==> config.mk <==
export PLATFORM = sky130hd
export DESIGN_NAME = layer_scan_controller
export DESIGN_NICKNAME = d
export VERILOG_FILES = /design/src/rtl/layer_scan_controller.sv
export SDC_FILE = /design/constraint.sdc
export NUM_CORES = 1
export LEC_CHECK = 0
export ABC_AREA = 1
export BUFFER_PORTS_ARGS = -buffer_cell sky130_fd_sc_hd__buf_2
export CAP_MARGIN = 20
export CORE_ASPECT_RATIO = 1.25
export CORE_MARGIN = 2
export CORE_UTILIZATION = 58
export CTS_CLUSTER_DIAMETER = 40
export DETAILED_ROUTE_END_ITERATION = 12
export GPL_ROUTABILITY_DRIVEN = 0
export PLACE_DENSITY = 0.79
export SLEW_MARGIN = 20
export SYNTH_ARGS = -nofsm -noshare
export SYNTH_HDL_FRONTEND = slang
export SYNTH_SLANG_ARGS = --single-unit
==> constraint.sdc <==
create_clock -name clk -period 2 [get_ports clk]
set_input_delay 0.1 -clock clk [delete_from_list [all_inputs] [get_ports clk]]
set_output_delay 0.1 -clock clk [all_outputs]
set_load 0.02 [all_outputs]
==> src/rtl/layer_scan_controller.sv <==
// rtl/layer_scan_controller.sv - LED-cube layer scan driver with blanking and column-load handshake
module layer_scan_controller #(
  parameter int NUM_LAYERS   = 8,
  parameter int HOLD_CYCLES  = 50000,
  parameter int BLANK_CYCLES = 16,
  localparam int LW = $clog2(NUM_LAYERS)
) (
  input  logic                  clk,
  input  logic                  rst_n,
  input  logic                  start,
  input  logic                  auto_en,
  input  logic [LW-1:0]         layer_i,
  input  logic                  stop,
  input  logic                  load_ack,
  output logic                  load_req,
  output logic [NUM_LAYERS-1:0] layer_out,
  output logic [LW-1:0]         cur_layer,
  output logic                  done,
  output logic                  frame_tick
);

  localparam int MAXC = (HOLD_CYCLES > BLANK_CYCLES) ? HOLD_CYCLES : BLANK_CYCLES;
  localparam int CW   = $clog2(MAXC + 1);
  localparam logic [CW-1:0] BLANK_LAST = CW'(BLANK_CYCLES - 1);
  localparam logic [CW-1:0] HOLD_LAST  = CW'(HOLD_CYCLES - 1);
  localparam logic [LW-1:0] LAYER_LAST = LW'(NUM_LAYERS - 1);
  localparam logic [LW:0]   LAYER_LIM  = (LW+1)'(NUM_LAYERS);
  localparam logic [NUM_LAYERS-1:0] ONE_HOT0 = NUM_LAYERS'(1);

  typedef enum logic [1:0] {IDLE, BLANK, ACTIVE} state_t;

  state_t        state, state_d;
  logic [CW-1:0] cnt, cnt_d;
  logic          auto_mode, auto_d;
  logic          stop_pend, stop_d;
  logic          ack_seen, ack_d;
  logic [LW-1:0] cur_layer_d;
  logic          load_req_d, done_d, frame_tick_d;
  logic [NUM_LAYERS-1:0] layer_out_d;

  logic start_ok, blank_done, hold_done, finish;

  assign start_ok   = start && ({1'b0, layer_i} < LAYER_LIM);
  assign blank_done = (cnt >= BLANK_LAST) && (ack_seen || load_ack);
  assign hold_done  = (cnt == HOLD_LAST);
  assign finish     = !auto_mode || stop_pend || stop;

  always_ff @(posedge clk or negedge rst_n) begin
    if (!rst_n) begin
      state      <= IDLE;
      cnt        <= '0;
      auto_mode  <= 1'b0;
      stop_pend  <= 1'b0;
      ack_seen   <= 1'b0;
      cur_layer  <= '0;
      load_req   <= 1'b0;
      layer_out  <= '0;
      done       <= 1'b1;
      frame_tick <= 1'b0;
    end else begin
      state      <= state_d;
      cnt        <= cnt_d;
      auto_mode  <= auto_d;
      stop_pend  <= stop_d;
      ack_seen   <= ack_d;
      cur_layer  <= cur_layer_d;
      load_req   <= load_req_d;
      layer_out  <= layer_out_d;
      done       <= done_d;
      frame_tick <= frame_tick_d;
    end
  end

  always_comb begin
    state_d = state;
    case (state)
      IDLE:    if (start_ok) state_d = BLANK;
      BLANK:   if (blank_done) state_d = ACTIVE;
      ACTIVE:  if (hold_done) state_d = finish ? IDLE : BLANK;
      default: state_d = IDLE;
    endcase
  end

  // Outputs are computed from the next state so every output is a flop.
  always_comb begin
    cnt_d        = cnt;
    auto_d       = auto_mode;
    ack_d        = ack_seen;
    cur_layer_d  = cur_layer;
    frame_tick_d = 1'b0;
    stop_d       = stop_pend || ((state != IDLE) && stop);
    case (state)
      IDLE: begin
        if (start_ok) begin
          cur_layer_d = layer_i;
          auto_d      = auto_en;
          cnt_d       = '0;
          ack_d       = 1'b0;
        end
      end
      BLANK: begin
        ack_d = ack_seen || load_ack;
        if (blank_done) cnt_d = '0;
        else if (cnt < BLANK_LAST) cnt_d = cnt + CW'(1);
      end
      ACTIVE: begin
        if (hold_done) begin
          cnt_d = '0;
          ack_d = 1'b0;
          if (!finish) begin
            cur_layer_d  = (cur_layer == LAYER_LAST) ? '0 : cur_layer + LW'(1);
            frame_tick_d = (cur_layer == LAYER_LAST);
          end
        end else begin
          cnt_d = cnt + CW'(1);
        end
      end
      default: cnt_d = '0;
    endcase
    if (state_d == IDLE) stop_d = 1'b0;
    load_req_d  = (state_d == BLANK) && !ack_d;
    layer_out_d = (state_d == ACTIVE) ? (ONE_HOT0 << cur_layer_d) : '0;
    done_d      = (state_d == IDLE);
  end

endmodule

==> reports/summary.md <==
STA classifies the critical path endpoint as a flop. After detailed routing, the number of vias per cell comes to 5.18. The worst register-to-register path begins at cnt[0].

The number of clock sinks came out at 35. Data on the critical path is required at its endpoint by 2.18 ns. The width of the die came out at 57.2 um.

The top cell type's share of synthesized area was 0.415. The count of yosys warnings during synthesis was 0. The first-pass GRT wire length was 7.27 mm; the average wire per cell in the routed design was 11.8 um.

The later pin in the worst-skew pair is clocked with a latency of 0.29 ns. The number of clock buffers added by TritonCTS is 5. The fraction of the yosys area taken by sequential cells was 0.428. In this run, synthesis produced a sequential element count of 35.

The fraction of layout cells with a size suffix above 1 was 0.213. The number of maximum-capacitance violations was 0. The run gives 0.323 as the combinational group share of total power. The starting density of the core is 0.599.

The logs give 0.00403 mm^2 for the total die area and 0.00205 mm^2 for the total standard cell area after synthesis. In the synthesized netlist, the number of instances is 276. Row generation in the floorplan step produced 24 rows. The share of the clock period used by the worst path after layout came out at 0.935. The distinct cell type count of the synthesized netlist is 27. The run gives 0.00850 ns as the worst hold slack across all endpoints.

Sorting the synthesized cells by how often they occur yields nand2_1, nor2_1, inv_1, dfrtp_1, nand3_1. The clock-pin slew on the worst setup and hold paths was 0.07 ns. Part of the total power dissipated in the clock network: 0.314. The maximum net fanout on the critical path is 16, and the number of max-slew violations in the final report is 0.

0 antenna diodes ended up in the layout. No sink is reached through more buffers than the 2 on the longest clock path. 23 I/O pins were placed. The run gives 0.00703 ns as the setup skew after layout. By area the synthesized netlist is led by dfrtp_1, nand2_1, nor2_1. The tools report the detailed-placement wirelength estimate as 3.08 mm. The first detailed-routing pass ran for 4 iterations.

The number of antenna violations at the first check in global routing was 0; the cell internal power dissipation was 1550 uW. The time the worst path needs with I/O delays and setup works out to 1.87 ns. CTS placed an instance of clkbuf_8 at the clock tree root. The share of total power in sequential cells is 0.363. TritonCTS built the clock tree. The final hold violation count was 0. The leading area contributor after synthesis was dfrtp_1. The run gives 0 as the sum of overflow across all layers after global routing. Counting flops with a built-in enable in the synthesized netlist gives 0. Port buffering added 22 buffers.

The sort of element at the start of the critical path was a flop. At the worst endpoint, the arrival time is 2.05 ns. The number of cells traversed by the worst register-to-register path is 11, and the switching power share of the total is 0.362.

The tools report the worst min-delay path endpoint as auto_mode. The critical path is of the reg2reg type. The run gives 0 as the number of nets still failing antenna checks after routing. The share of flip-flops with an asynchronous set or reset came out at 1.00. Highest attainable clock frequency: 0.535 GHz. The setup violation total in the final timing report came out at 0. Setup repair after global routing left no endpoint under its margin.

The run finished with clean final reports. Top flip-flop cell by instance count after synthesis: dfrtp_1. Fill cells in the final layout number 286. Across all layers, the routed design uses 1783 vias. The worst register-to-register path has a setup slack of 0.13 ns.

After the first detailed-routing iteration, the DRC count stood at 52. Via count of the first global-routing pass: 1757. The actual transition at the worst max-transition pin works out to 0.772 ns. In this run the most critical hold path is launched from auto_en.

The detailed-route DRC error count was 0. After the last flow step, the layout net total stands at 320. Power density over the cells: 1040 mW/mm^2. In this run the critical register-to-register path is captured at cnt[4]. In this run the vertical extent of the chip is 70.5 um. The run gives 0.485 as the max-slew headroom at the worst pin. Most numerous cell in the Yosys netlist: nand2_1. The path class of the tightest hold or removal check is in2reg. The analysis attributes to net switching a power of 877 uW. Relative to the synthesized area, the layout overhead comes to 14.1%.

Entering global routing, the biggest net connects 36 pins. The logs give 0.683 for the final standard cell utilization of the core and 0 ns for the post-route setup TNS. The leakage power of the design is 0.00118 uW. The post-synthesis average cell area came out at 7.43 um^2.

Wires add up to 4.06 mm. The global-route total usage across every layer was 0.232; the total core area was 0.00342 mm^2. Counting instances, the worst hold path has a depth of 3.

Maximum vdd drop: 0.800 mV. In this run the number of H-tree levels came out at 2. The number of nets in the synthesized netlist is 292.
-- power by group through the flow --
| stage | clock network [uW] | logic [uW] | registers, uW |
|---|---|---|---|
| floorplan | 0 | 559 | 936 |
| global route | 801 | 902 | 890 |
| detailed placement | 0 | 771 | 891 |
| CTS | 770 | 781 | 879 |
| global placement | 0 | 758 | 885 |
| finish | 762 | 782 | 879 |
-- area by class of cell --
class	count	area [um^2]	area share
Clock buffer	5	68.8	0.0294
Clock inverter	3	67.6	0.0289
Timing Repair Buffer	23	120	0.0513
Inverter	39	149	0.0636
Tap cell	39	48.8	0.0209
Sequential cell	35	877	0.375
Multi-Input combinational cell	200	1010	0.431
-- layout by cell type, fill, tap and decap left out, types with 2 or more instances in the layout --
cell / count
nand2_1: 79
nor2_1: 40
inv_1: 36
dfrtp_1: 34
buf_2: 22
nand3_1: 16
nor2_2: 10
nand2_2: 9
o21ai_0: 8
ha_1: 7
a21oi_1: 6
nand3_2: 5
clkbuf_8: 5
nor3_1: 4
nor2_4: 3
nand2_4: 3
inv_2: 2
nand4_1: 2
o21ai_1: 2
bufinv_16: 2
-- critical path, cell delays in order, from the launching register on --
cell and delay [ns]:
dfrtp_1 0.41, ha_1 0.24, inv_1 0.09, nor2_2 0.06, nor2_1 0.15, nand2_2 0.09
nand3_2 0.08, nand2_4 0.13, inv_4 0.16, nand2_4 0.09, inv_1 0.17, nor2_1 0.07
-- worst max path at each step --
stage             start  endpoint  slack [ns]  cells past startpoint
2_1_floorplan    cnt[0]   cnt[15]        0.41                     12
3_3_place_gp     cnt[0]    cnt[9]        0.22                     11
3_5_place_dp     cnt[0]    cnt[4]        0.17                     11
4_1_cts        state[0]    cnt[6]        0.13                     10
5_1_grt          cnt[0]   cnt[10]        0.01                     11
6_report         cnt[0]    cnt[4]        0.13                     11
-- cells by family (layout without fill, tap and decap cells) --
logic type      count (synthesis)  in the layout  share of synthesized area
fa+ha+maj                       7              7                     0.0427
compound gates                 21             21                     0.0574
buf+inv                        41             70                     0.0818
simple gates                  172            172                      0.390
flops                          35             35                      0.428
-- state kept, by name (all words and copies together) (netlist names) --
signal and flops:
cnt 16, layer_out 8, cur_layer 3, state 2, ack_seen 1, auto_mode 1
done 1, frame_tick 1, load_req 1, stop_pend 1
-- metal layers --
metal  share of wire  track usage
met3           0.034       0.0537
met4           0.018       0.0827
met1            0.43        0.267
met2            0.52        0.411
met5               0            0
-- metrics by stage --
step | total power [uW] | instance area, um^2 | instances | setup WS (ns)
floorplan | 1490 | 2050 | 276 | 0.415
global placement | 1640 | 2190 | 335 | 0.219
detailed placement | 1660 | 2190 | 335 | 0.169
CTS | 2430 | 2340 | 344 | 0.134
global route | 2590 | 2340 | 344 | 0.0121
finish | 2420 | 2340 | 344 | 0.130
-- what timing repair did --
item,4_1_cts,5_1_grt
setup endpoints to repair,0,8
buffers inserted,0,0
resized for setup,0,1
endpoints found under the hold margin,34,0
hold buffers,1,0
(Power assumes the default switching activity.)
